==> src/rtl/frame_sched_if.sv <==
// Channel-request and serializer-side signal bundle for frame_sched.
// The scheduler takes the slave view; the channels/serializer side takes the master view.
interface frame_sched_if #(
    parameter int unsigned NCH = 4
);
    logic [NCH-1:0]    req_valid;
    logic [NCH-1:0]    req_ready;
    logic [16*NCH-1:0] req_uid;
    logic [8*NCH-1:0]  req_zid;
    logic [8*NCH-1:0]  req_cnt;
    logic [8*NCH-1:0]  req_ftype;
    logic [8*NCH-1:0]  req_rssi;

    logic [15:0]       uid;
    logic [7:0]        zid;
    logic [7:0]        cnt;
    logic [7:0]        ftype;
    logic [7:0]        rssi;
    logic              den;
    logic              ser_drdy;
    logic [2:0]        grant_id;
    logic              busy;
    logic              timeout;

    modport master (
        output req_valid, req_uid, req_zid, req_cnt, req_ftype, req_rssi, ser_drdy,
        input  req_ready, uid, zid, cnt, ftype, rssi, den, grant_id, busy, timeout
    );

    modport slave (
        input  req_valid, req_uid, req_zid, req_cnt, req_ftype, req_rssi, ser_drdy,
        output req_ready, uid, zid, cnt, ftype, rssi, den, grant_id, busy, timeout
    );
endinterface

==> src/rtl/frame_sched.sv <==
// Round-robin scheduler sharing one 8-byte frame serializer between NCH channels,
// with one-deep per-channel holding slots, byte tracking, timeout and inter-frame gap.
module frame_sched #(
    parameter int unsigned NCH     = 4,
    parameter int unsigned NBYTES  = 8,
    parameter int unsigned GAP     = 16,
    parameter int unsigned TIMEOUT = 8191
) (
    input  logic          clk,
    input  logic          rst_n,
    frame_sched_if.slave  bus
);

    typedef enum logic [1:0] {StIdle, StLoad, StWait, StGap} state_e;

    state_e         r_state;
    state_e         w_state_d;

    logic [NCH-1:0] r_pending;
    logic [2:0]     r_ptr;
    logic [2:0]     r_grant;
    logic [15:0]    r_slot_uid   [NCH];
    logic [7:0]     r_slot_zid   [NCH];
    logic [7:0]     r_slot_cnt   [NCH];
    logic [7:0]     r_slot_ftype [NCH];
    logic [7:0]     r_slot_rssi  [NCH];
    logic [15:0]    r_uid;
    logic [7:0]     r_zid;
    logic [7:0]     r_cnt;
    logic [7:0]     r_ftype;
    logic [7:0]     r_rssi;
    logic           r_drdy_q;
    logic [3:0]     r_byte;
    logic [15:0]    r_to;
    logic [7:0]     r_gap;

    logic           w_found;
    logic [2:0]     w_win;
    logic [2:0]     w_ptr_nxt;
    logic           w_rise;
    logic           w_den;
    logic           w_timeout;
    logic [15:0]    w_sel_uid;
    logic [7:0]     w_sel_zid;
    logic [7:0]     w_sel_cnt;
    logic [7:0]     w_sel_ftype;
    logic [7:0]     w_sel_rssi;

    // Two passes give the wrap: first slots at/above ptr, then those below it.
    always_comb begin
        w_found = 1'b0;
        w_win   = 3'd0;
        for (int i = 0; i < NCH; i++) begin
            if (!w_found && r_pending[i] && (i >= int'(r_ptr))) begin
                w_found = 1'b1;
                w_win   = 3'(i);
            end
        end
        for (int i = 0; i < NCH; i++) begin
            if (!w_found && r_pending[i] && (i < int'(r_ptr))) begin
                w_found = 1'b1;
                w_win   = 3'(i);
            end
        end
    end

    always_comb begin
        w_sel_uid   = 16'd0;
        w_sel_zid   = 8'd0;
        w_sel_cnt   = 8'd0;
        w_sel_ftype = 8'd0;
        w_sel_rssi  = 8'd0;
        for (int i = 0; i < NCH; i++) begin
            if (3'(i) == w_win) begin
                w_sel_uid   = r_slot_uid[i];
                w_sel_zid   = r_slot_zid[i];
                w_sel_cnt   = r_slot_cnt[i];
                w_sel_ftype = r_slot_ftype[i];
                w_sel_rssi  = r_slot_rssi[i];
            end
        end
    end

    assign w_ptr_nxt = (r_grant == 3'(NCH - 1)) ? 3'd0 : r_grant + 3'd1;
    assign w_rise    = bus.ser_drdy & ~r_drdy_q;

    always_comb begin
        w_state_d = r_state;
        w_den     = 1'b0;
        w_timeout = 1'b0;
        unique case (r_state)
            StIdle: begin
                if (w_found) w_state_d = StLoad;
            end
            StLoad: begin
                w_den     = 1'b1;
                w_state_d = StWait;
            end
            StWait: begin
                if (w_rise) begin
                    if (r_byte == 4'(NBYTES - 1)) w_state_d = StGap;
                end else if (r_to == 16'(TIMEOUT - 1)) begin
                    w_timeout = 1'b1;
                    w_state_d = StGap;
                end
            end
            StGap: begin
                if (r_gap == 8'(GAP - 1)) w_state_d = StIdle;
            end
            default: w_state_d = StIdle;
        endcase
    end

    always_ff @(posedge clk or negedge rst_n) begin
        if (!rst_n) r_state <= StIdle;
        else        r_state <= w_state_d;
    end

    always_ff @(posedge clk or negedge rst_n) begin
        if (!rst_n) begin
            r_pending <= '0;
            r_ptr     <= 3'd0;
            r_grant   <= 3'd0;
            r_uid     <= 16'd0;
            r_zid     <= 8'd0;
            r_cnt     <= 8'd0;
            r_ftype   <= 8'd0;
            r_rssi    <= 8'd0;
            r_drdy_q  <= 1'b0;
            r_byte    <= 4'd0;
            r_to      <= 16'd0;
            r_gap     <= 8'd0;
            for (int i = 0; i < NCH; i++) begin
                r_slot_uid[i]   <= 16'd0;
                r_slot_zid[i]   <= 8'd0;
                r_slot_cnt[i]   <= 8'd0;
                r_slot_ftype[i] <= 8'd0;
                r_slot_rssi[i]  <= 8'd0;
            end
        end else begin
            r_drdy_q <= bus.ser_drdy;
            for (int i = 0; i < NCH; i++) begin
                if (r_state == StLoad && 3'(i) == r_grant) begin
                    r_pending[i] <= 1'b0;
                end else if (bus.req_valid[i] && !r_pending[i]) begin
                    r_pending[i]    <= 1'b1;
                    r_slot_uid[i]   <= bus.req_uid[16*i +: 16];
                    r_slot_zid[i]   <= bus.req_zid[8*i +: 8];
                    r_slot_cnt[i]   <= bus.req_cnt[8*i +: 8];
                    r_slot_ftype[i] <= bus.req_ftype[8*i +: 8];
                    r_slot_rssi[i]  <= bus.req_rssi[8*i +: 8];
                end
            end
            // Fields are loaded on the IDLE->LOAD edge so they are valid alongside den.
            if (r_state == StIdle && w_found) begin
                r_uid   <= w_sel_uid;
                r_zid   <= w_sel_zid;
                r_cnt   <= w_sel_cnt;
                r_ftype <= w_sel_ftype;
                r_rssi  <= w_sel_rssi;
                r_grant <= w_win;
            end
            if (r_state == StLoad) begin
                r_ptr  <= w_ptr_nxt;
                r_byte <= 4'd0;
                r_to   <= 16'd0;
            end
            if (r_state == StWait) begin
                if (w_rise) begin
                    r_byte <= r_byte + 4'd1;
                    r_to   <= 16'd0;
                end else begin
                    r_to   <= r_to + 16'd1;
                end
            end
            r_gap <= (r_state == StGap) ? r_gap + 8'd1 : 8'd0;
        end
    end

    assign bus.req_ready = ~r_pending;
    assign bus.uid       = r_uid;
    assign bus.zid       = r_zid;
    assign bus.cnt       = r_cnt;
    assign bus.ftype     = r_ftype;
    assign bus.rssi      = r_rssi;
    assign bus.den       = w_den;
    assign bus.grant_id  = r_grant;
    assign bus.busy      = (r_state != StIdle);
    assign bus.timeout   = w_timeout;

endmodule

==> src/flat_wrapper.sv <==
// flat-port wrapper written by rule: the top's interface ports become plain ports
module frame_sched_flat 
#(
    parameter int unsigned NCH     = 4,
    parameter int unsigned NBYTES  = 8,
    parameter int unsigned GAP     = 16,
    parameter int unsigned TIMEOUT = 8191
)
  (clk, rst_n, bus_req_valid, bus_req_uid, bus_req_zid, bus_req_cnt, bus_req_ftype, bus_req_rssi, bus_ser_drdy, bus_req_ready, bus_uid, bus_zid, bus_cnt, bus_ftype, bus_rssi, bus_den, bus_grant_id, bus_busy, bus_timeout);
  frame_sched_if #(.NCH(NCH)) bus_i ();
  input  logic clk;
  input  logic rst_n;
  input wire logic [$bits(bus_i.req_valid)-1:0] bus_req_valid;
  input wire logic [$bits(bus_i.req_uid)-1:0] bus_req_uid;
  input wire logic [$bits(bus_i.req_zid)-1:0] bus_req_zid;
  input wire logic [$bits(bus_i.req_cnt)-1:0] bus_req_cnt;
  input wire logic [$bits(bus_i.req_ftype)-1:0] bus_req_ftype;
  input wire logic [$bits(bus_i.req_rssi)-1:0] bus_req_rssi;
  input wire logic [$bits(bus_i.ser_drdy)-1:0] bus_ser_drdy;
  output wire logic [$bits(bus_i.req_ready)-1:0] bus_req_ready;
  output wire logic [$bits(bus_i.uid)-1:0] bus_uid;
  output wire logic [$bits(bus_i.zid)-1:0] bus_zid;
  output wire logic [$bits(bus_i.cnt)-1:0] bus_cnt;
  output wire logic [$bits(bus_i.ftype)-1:0] bus_ftype;
  output wire logic [$bits(bus_i.rssi)-1:0] bus_rssi;
  output wire logic [$bits(bus_i.den)-1:0] bus_den;
  output wire logic [$bits(bus_i.grant_id)-1:0] bus_grant_id;
  output wire logic [$bits(bus_i.busy)-1:0] bus_busy;
  output wire logic [$bits(bus_i.timeout)-1:0] bus_timeout;
  assign bus_i.req_valid = bus_req_valid;
  assign bus_i.req_uid = bus_req_uid;
  assign bus_i.req_zid = bus_req_zid;
  assign bus_i.req_cnt = bus_req_cnt;
  assign bus_i.req_ftype = bus_req_ftype;
  assign bus_i.req_rssi = bus_req_rssi;
  assign bus_i.ser_drdy = bus_ser_drdy;
  assign bus_req_ready = bus_i.req_ready;
  assign bus_uid = bus_i.uid;
  assign bus_zid = bus_i.zid;
  assign bus_cnt = bus_i.cnt;
  assign bus_ftype = bus_i.ftype;
  assign bus_rssi = bus_i.rssi;
  assign bus_den = bus_i.den;
  assign bus_grant_id = bus_i.grant_id;
  assign bus_busy = bus_i.busy;
  assign bus_timeout = bus_i.timeout;
  frame_sched #(.NCH(NCH), .NBYTES(NBYTES), .GAP(GAP), .TIMEOUT(TIMEOUT)) u_core (.clk(clk), .rst_n(rst_n), .bus(bus_i));
endmodule
==> config.mk <==
export PLATFORM = sky130hd
export DESIGN_NAME = frame_sched_flat
export DESIGN_NICKNAME = d
export VERILOG_FILES = /design/src/rtl/frame_sched_if.sv /design/src/rtl/frame_sched.sv /design/src/flat_wrapper.sv
export SDC_FILE = /design/constraint.sdc
export NUM_CORES = 1
export LEC_CHECK = 0
export BUFFER_PORTS_ARGS = -buffer_cell sky130_fd_sc_hd__buf_2
export CAP_MARGIN = 20
export CORE_MARGIN = 2
export CORE_UTILIZATION = 55
export DETAILED_ROUTE_END_ITERATION = 8
export HOLD_SLACK_MARGIN = 0.06
export PLACE_DENSITY_LB_ADDON = 0.2
export SLEW_MARGIN = 25
export SYNTH_ARGS = -nofsm -noshare
export SYNTH_HDL_FRONTEND = slang
export SYNTH_SLANG_ARGS = --single-unit
==> constraint.sdc <==
create_clock -name clk -period 2.2 [get_ports clk]
set_input_delay 0.22 -clock clk [delete_from_list [all_inputs] [get_ports clk]]
set_output_delay 0.22 -clock clk [all_outputs]
set_load 0.03 [all_outputs]
## Word-level counts from Yosys, hierarchy flattened

Cells that the tools add are included.

| word-level totals | value |
|---|---|
| bits in registers | 281 |
| bits of input ports | 199 |
| word-level logic and storage cells | 182 |

| operators by class | value |
|---|---|
| reductions and logical operators | 49 |
| muxes and demuxes | 61 |
| bitwise gates (word level) | 7 |
| order comparisons | 8 |
| add/subtract/negate cells | 4 |
| eq/ne operators | 17 |

Operators by type and width:

| cell | count |
|---|---|
| 8-bit two-way mux | 17 |
| 16-bit two-way mux | 7 |
| 1-bit logical AND | 24 |
| 1-bit two-way mux | 21 |
| 3-bit two-way mux | 7 |
| 16-bit by 1-bit adder with 16-bit output (second input constant) | 1 |
| 16-bit by 13-bit == test with 1-bit output (second input constant) | 1 |
| 2-bit by 3-bit == test with 1-bit output (first input constant) | 4 |
| 4-bit two-way mux | 3 |
| 2-bit nonzero test | 6 |
| 1-bit logical NOT | 11 |
| 2-bit two-way mux | 5 |
| 8-bit by 1-bit adder with 8-bit output (second input constant) | 1 |
| 8-bit by 4-bit == test with 1-bit output (second input constant) | 1 |
| 2-bit case mux with 4 select lines | 1 |
| 2-bit AND reduction | 4 |
| 1-bit by 3-bit == test with 1-bit output (first input constant) | 2 |
| 1-bit by 3-bit >= comparator with 1-bit output (first input constant) | 2 |
| 2-bit by 3-bit >= comparator with 1-bit output (first input constant) | 2 |
| 3-bit logical NOT | 2 |
| 1-bit by 3-bit less-than comparator with 1-bit output (first input constant) | 2 |
| 2-bit by 3-bit less-than comparator with 1-bit output (first input constant) | 2 |
| 1-bit NOT | 5 |
| 4-bit by 1-bit adder with 4-bit output (second input constant) | 1 |
| other kinds (12) | 14 |

## Depth between registers and ports, before layout

| logic depth | value |
|---|---|
| depth in word-level cells | 36 |
| gate-level depth with buffers | 8 |
| depth with buffers taken out | 7 |

## Worst setup path after synthesis

No wires, ideal clock.

| timing | value |
|---|---|
| kind | flip-flop to flip-flop |
| start point | register u_core.r_state[1] |
| end point | register u_core.r_slot_cnt[6] in the netlist's numbering |
| stages on the path, launching flop included | 9 |
| data arrival time | 2045 ps |
| path slack | 30 ps |
| buffers on the path | 3 |
| required time | 2075 ps |
| cells stage by stage | dfrtp_1 inv_1 ha_1 clkbuf_1 nand2_1 nand3_1 buf_2 buf_2 mux2_2 |

| on the way | value |
|---|---|
| cells in the longest elaborated chain, start to end | 4 |

Ends and longest elaborated chain:

| what | RTL line | RTL |
|---|---|---|
| start: declaration | frame_sched.sv:16 | `state_e r_state;` |
| start signal: assignment | frame_sched.sv:115 | `if (!rst_n) r_state <= StIdle;` |
| start signal: assignment | frame_sched.sv:116 | `else r_state <= w_state_d;` |
| 2-bit by 1-bit == test with 1-bit output | frame_sched.sv:143 | `if (r_state == StLoad && 3'(i) == r_grant) begin` |
| 1-bit logical AND | frame_sched.sv:143 |  |
| 1-bit NOT (no line) | -- |  |
| 2-bit AND reduction (no line) | -- |  |
| end signal: indexed assignment | frame_sched.sv:149 | `r_slot_cnt[i] <= bus.req_cnt[8*i +: 8];` |
| end: declaration | frame_sched.sv:24 | `logic [7:0] r_slot_cnt [NCH];` |

Every way passes these cells.
A chain may end at the register's enable or synchronous reset.

## Final worst setup path

| timing | value |
|---|---|
| start point | register u_core.r_pending[1] |
| end point | register u_core.r_uid[11], in the netlist u_core.bus.uid[11] |

| on the way | value |
|---|---|
| cells in the longest elaborated chain, start to end | 32 |
| elaborated cells on any way between the ends | 43 |
| classes of those cells | 3 x eq/ne; 18 x mux; 22 x reduce/logical |

Ends and longest elaborated chain:

| what | RTL line | RTL |
|---|---|---|
| start: declaration | frame_sched.sv:19 | `logic [NCH-1:0] r_pending;` |
| start signal: assignment | frame_sched.sv:121 | `r_pending <= '0;` |
| start signal: indexed assignment | frame_sched.sv:144 | `r_pending[i] <= 1'b0;` |
| start signal: indexed assignment | frame_sched.sv:146 | `r_pending[i] <= 1'b1;` |
| 1-bit logical AND (2 in series) | frame_sched.sv:54 | `if (!w_found && r_pending[i] && (i >= int'(r_ptr))) begin` |
| 1-bit two-way mux | frame_sched.sv:54 |  |
| 1-bit logical NOT | frame_sched.sv:54 |  |
| 1-bit logical AND (2 in series) | frame_sched.sv:54 |  |
| 1-bit two-way mux | frame_sched.sv:54 |  |
| 1-bit logical NOT | frame_sched.sv:54 |  |
| 1-bit logical AND (2 in series) | frame_sched.sv:54 |  |
| 1-bit two-way mux | frame_sched.sv:54 |  |
| [... 8 more ...] | -- |  |
| 1-bit logical NOT | frame_sched.sv:60 | `if (!w_found && r_pending[i] && (i < int'(r_ptr))) begin` |
| 1-bit logical AND (2 in series) | frame_sched.sv:60 |  |
| 1-bit two-way mux | frame_sched.sv:60 |  |
| 1-bit logical NOT | frame_sched.sv:60 |  |
| 1-bit logical AND (2 in series) | frame_sched.sv:60 |  |
| 3-bit two-way mux | frame_sched.sv:60 |  |
| 3-bit logical NOT | frame_sched.sv:74 | `if (3'(i) == w_win) begin` |
| 16-bit two-way mux (4 in series) | frame_sched.sv:74 |  |
| end signal: assignment | frame_sched.sv:156 | `r_uid <= w_sel_uid;` |
| end: declaration | frame_sched.sv:27 | `logic [15:0] r_uid;` |

Several ways; a longest one is shown, not always the timed one.

==> results.yml <==
outcome:
  status: "completed"
power:
  power_density_mw_per_mm2: 1477
  total_power_mw: 25.53
  power_leakage_nw: 7.899
  ir_worst_vdd_mv: 0.8531
global_routing:
  grt_usage_pct: 31.10
  grt_pass1_vias: 10910
  grt_first_pass_wirelength_mm: 57.97
  overflow: 0
  grt_max_degree: 70
  antenna_found_initial: 3
yosys:
  synthCells: 964
  synth_fa_ha_area_share_pct: 1.222
  syn-num-nets: 1175
  yosysUniqueCellTypes: 50
  netlist_top_cells_count: "279 x dfrtp_1, 223 x mux2_2, 61 x nor3_1, 43 x nand2_1, 43 x nor2_1"
  yosys-top-cells-area: "dfrtp_1 57%, mux2_2 20%, nor3_1 2.5%, a221oi_1 1.9%, nand2_1 1.3%"
  synth_compound_area_share_pct: 8.007
  yosys_most_used_dff: "dfrtp_1"
  yosysWarnings: 0
  yosysTopAreaCellShare_pct: 56.84
  synth_area_per_cell_um2: 12.74
  synthArstFlopShare_pct: 100.0
  yosysMostFrequentCell: "dfrtp_1"
  syn-cell-area_mm2: 0.01228
  yosysSeqAreaShare_pct: 56.84
  yosys.area_share.simple_pct: 8.984
  synth_edf_count: 0
  muxShareOfSynthArea_pct: 21.18
  ys_ff_latch: 279
  synth_top_area_cell: "dfrtp_1"
  synth_top_family_by_area: "multiplexers"
  synth_xor_xnor_area_share_pct: 0.7844
sta:
  hold_viol: 0
  fin_tns_setup_ns: 0
  fin_skew_ns: 0.006960
  worst_pin_slew_ns: 0.6199
  fin_crit_sh_pct: 96.40
  slew_viol_final: 0
  layout_setup_ws_ns: 0.07927
  fin_crit_ns: 2.121
  grt_setup_unrepaired: "no"
  setup_viol: 0
  fmax_ghz: 0.4715
  slew_headroom_pct: 58.57
drt:
  ant_nets: 0
  wl_mm: 37.07
  drcViolationCount: 0
  wl_per_cell_um: 21.30
  dr.first_iter.drc_count: 653
  firstDrtPassIters: 4
  via_count: 9890
  viasPerCell: 5.684
cells_and_area:
  stdcell_area_mm2: 0.01728
  nNetsFinal: 1644
  layout-drive-gt1-share_pct: 41.62
  syn_to_final_growth_pct: 40.72
  n_fill_cell: 1305
  multi_input_area_mm2: 0.005080
  seq_area_mm2: 0.006983
  fin_cells: 1740
placement:
  numPortBuffers: 255
  place_congestion: 0.8125
  place_inst: 1476
  pre_cts_ws_ns: 0.002826
  dpl.hpwl_mm: 21.03
  post_dp_cell_area_mm2: 0.01414
setup_path:
  cp_num_buf_inv: 2
  critPathMaxFanout: 9
  crit_required_ns: 2.62
  rrSetupSlack_ns: 0.08
  cp.arrival_ns: 2.54
  start_kind: "flip-flop"
  critPathTopFamily: "compound AO/OA/AOI/OAI gates"
  critical_path_class: "reg2reg"
  worstReg2RegEnd: "u_core.bus.uid[11]$_DFFE_PN0P_"
  end_kind: "flip-flop"
  r2r_start: "u_core.r_pending[1]$_DFFE_PN0P_"
  critical-path-slowest-cell: "dfrtp_1"
  max_stage_delay_ns: 0.52
  crit_path_cell_trace: "nand2b_4 -> a221oi_4 -> buf_12 -> buf_12 -> mux2_2 -> a221oi_1 -> nor3_1"
  crit_top_cell: "buf_12"
  ff2ff_path_depth: 7
die:
  initial_core_util_pct: 56.11
  rows: 54
  ioPinCount: 257
  dieArea_mm2: 0.02354
  die_h_um: 153.4
  die_x_um: 153.4
  coreArea_mm2: 0.02189
job:
  cap_violations: 0
clock_tree:
  clockRootBuffer: "clkbuf_16"
  path_clk_slew_ns: 0.06
  cts_made_buffers: 30
  cts.sinks: 279
  cts_max_path_buffers: 3
  clk_latency_ns: 0.55
  htree_levels: 1
  cts_tree: "built"
worst_hold_path:
  hold_class: "in2async"
==> metrics by stage <==
stage | hold slack, ns | utilization, %
3_3_place_gp | 0.1607 | 64.61
6_report | 0.1793 | 78.96
5_1_grt | 0.2030 | 78.94
3_5_place_dp | 0.1608 | 64.61
2_1_floorplan | -0.07559 | -
4_1_cts | 0.1789 | 78.13
==> final cells by class <==
class	count	share of cell area, %
repair buffers	499	22.25
flip-flops and latches	279	40.40
inverters	14	0.3040
diodes	4	0.05791
multi-input cells	609	29.39
well taps	280	2.027
clock buffers	49	5.161
clock inverters	6	0.4054
==> sequential cells by signal (all words and copies together) (netlist names) <==
name	flops
u_core.r_slot_ftype	32
u_core.r_slot_cnt	32
u_core.r_slot_uid	64
u_core.r_ptr	2
u_core.r_slot_rssi	32
u_core.bus.uid	16
u_core.bus.rssi	8
u_core.r_byte	4
u_core.r_gap	8
u_core.r_to	16
u_core.r_drdy_q	1
u_core.r_slot_zid	32
u_core.bus.ftype	8
u_core.r_pending	4
u_core.bus.zid	8
u_core.bus.grant_id	2
u_core.bus.cnt	8
u_core.r_state	2
==> per-layer routing <==
metal  share of wire [%]  wire, µm  vias up  global-route usage, %
li1                    -         -     4422                      -
met1                  39     14590     5024                  38.24
met2                  52     19190      370                  55.34
met3                 5.9      2196       74                  6.124
met4                 2.9      1089        0                  10.00
met5                   0         0        -                      0
==> logic make-up (layout without fill, tap and decap cells) <==
family | Yosys count | in the layout
DFF | 279 | 279
muxes | 230 | 230
and+or+nand+nor | 222 | 222
AOI/OAI and AO/OA | 133 | 133
buffers and inverters | 76 | 568
adders and majority gates | 12 | 12
xor gates and xnor gates | 11 | 11
other | 1 | 5
==> worst max path at each step <==
stage / startpoint / end / slack, ns / cells after the start
6_report: u_core.r_pending[1]$_DFFE_PN0P_ / u_core.bus.uid[11]$_DFFE_PN0P_ / 0.08 / 7
5_1_grt: u_core.r_pending[3]$_DFFE_PN0P_ / u_core.bus.rssi[0]$_DFFE_PN0P_ / 0.007 / 8
4_1_cts: u_core.r_to[0]$_DFFE_PN0P_ / bus_timeout / -0.01 / 6
3_5_place_dp: u_core.r_ptr[1]$_DFFE_PN0P_ / u_core.bus.uid[5]$_DFFE_PN0P_ / 0.003 / 6
3_3_place_gp: u_core.r_ptr[1]$_DFFE_PN0P_ / u_core.bus.rssi[7]$_DFFE_PN0P_ / 0.06 / 6
2_1_floorplan: u_core.r_state[1]$_DFFE_PN0P_ / u_core.r_slot_cnt[6]$_DFFE_PN0P_ / 0.03 / 8
==> cells in the final DEF, fill, tap and decap left out, types with 28 or more instances in the layout <==
cell type	count
mux2_2	223
clkbuf_16	32
nor3_1	61
nand2_1	43
nor2_1	42
buf_4	29
dfrtp_1	278
o21ai_0	28
buf_2	253
dlygate4sd3_1	198
==> what timing repair did <==
action | in CTS | in global routing
setup buffers | 0 | 5
cloned | 0 | 2
hold buffers | 198 | 0
endpoints found under the setup margin | 2 | 39
gates resized for setup | 2 | 15
pin swaps | 0 | 2
hold endpoints to repair | 477 | 0
==> where the power goes <==
group | switching [mW] | leakage (nW) | internal (mW)
Clock | 2.05 | 0.471 | 2.88
Sequential | 1.45 | 3.40 | 7.54
Combinational | 6.27 | 4.03 | 5.35
Total | 9.76 | 7.90 | 15.8
Note: power is estimated with default switching activity, not from simulation.
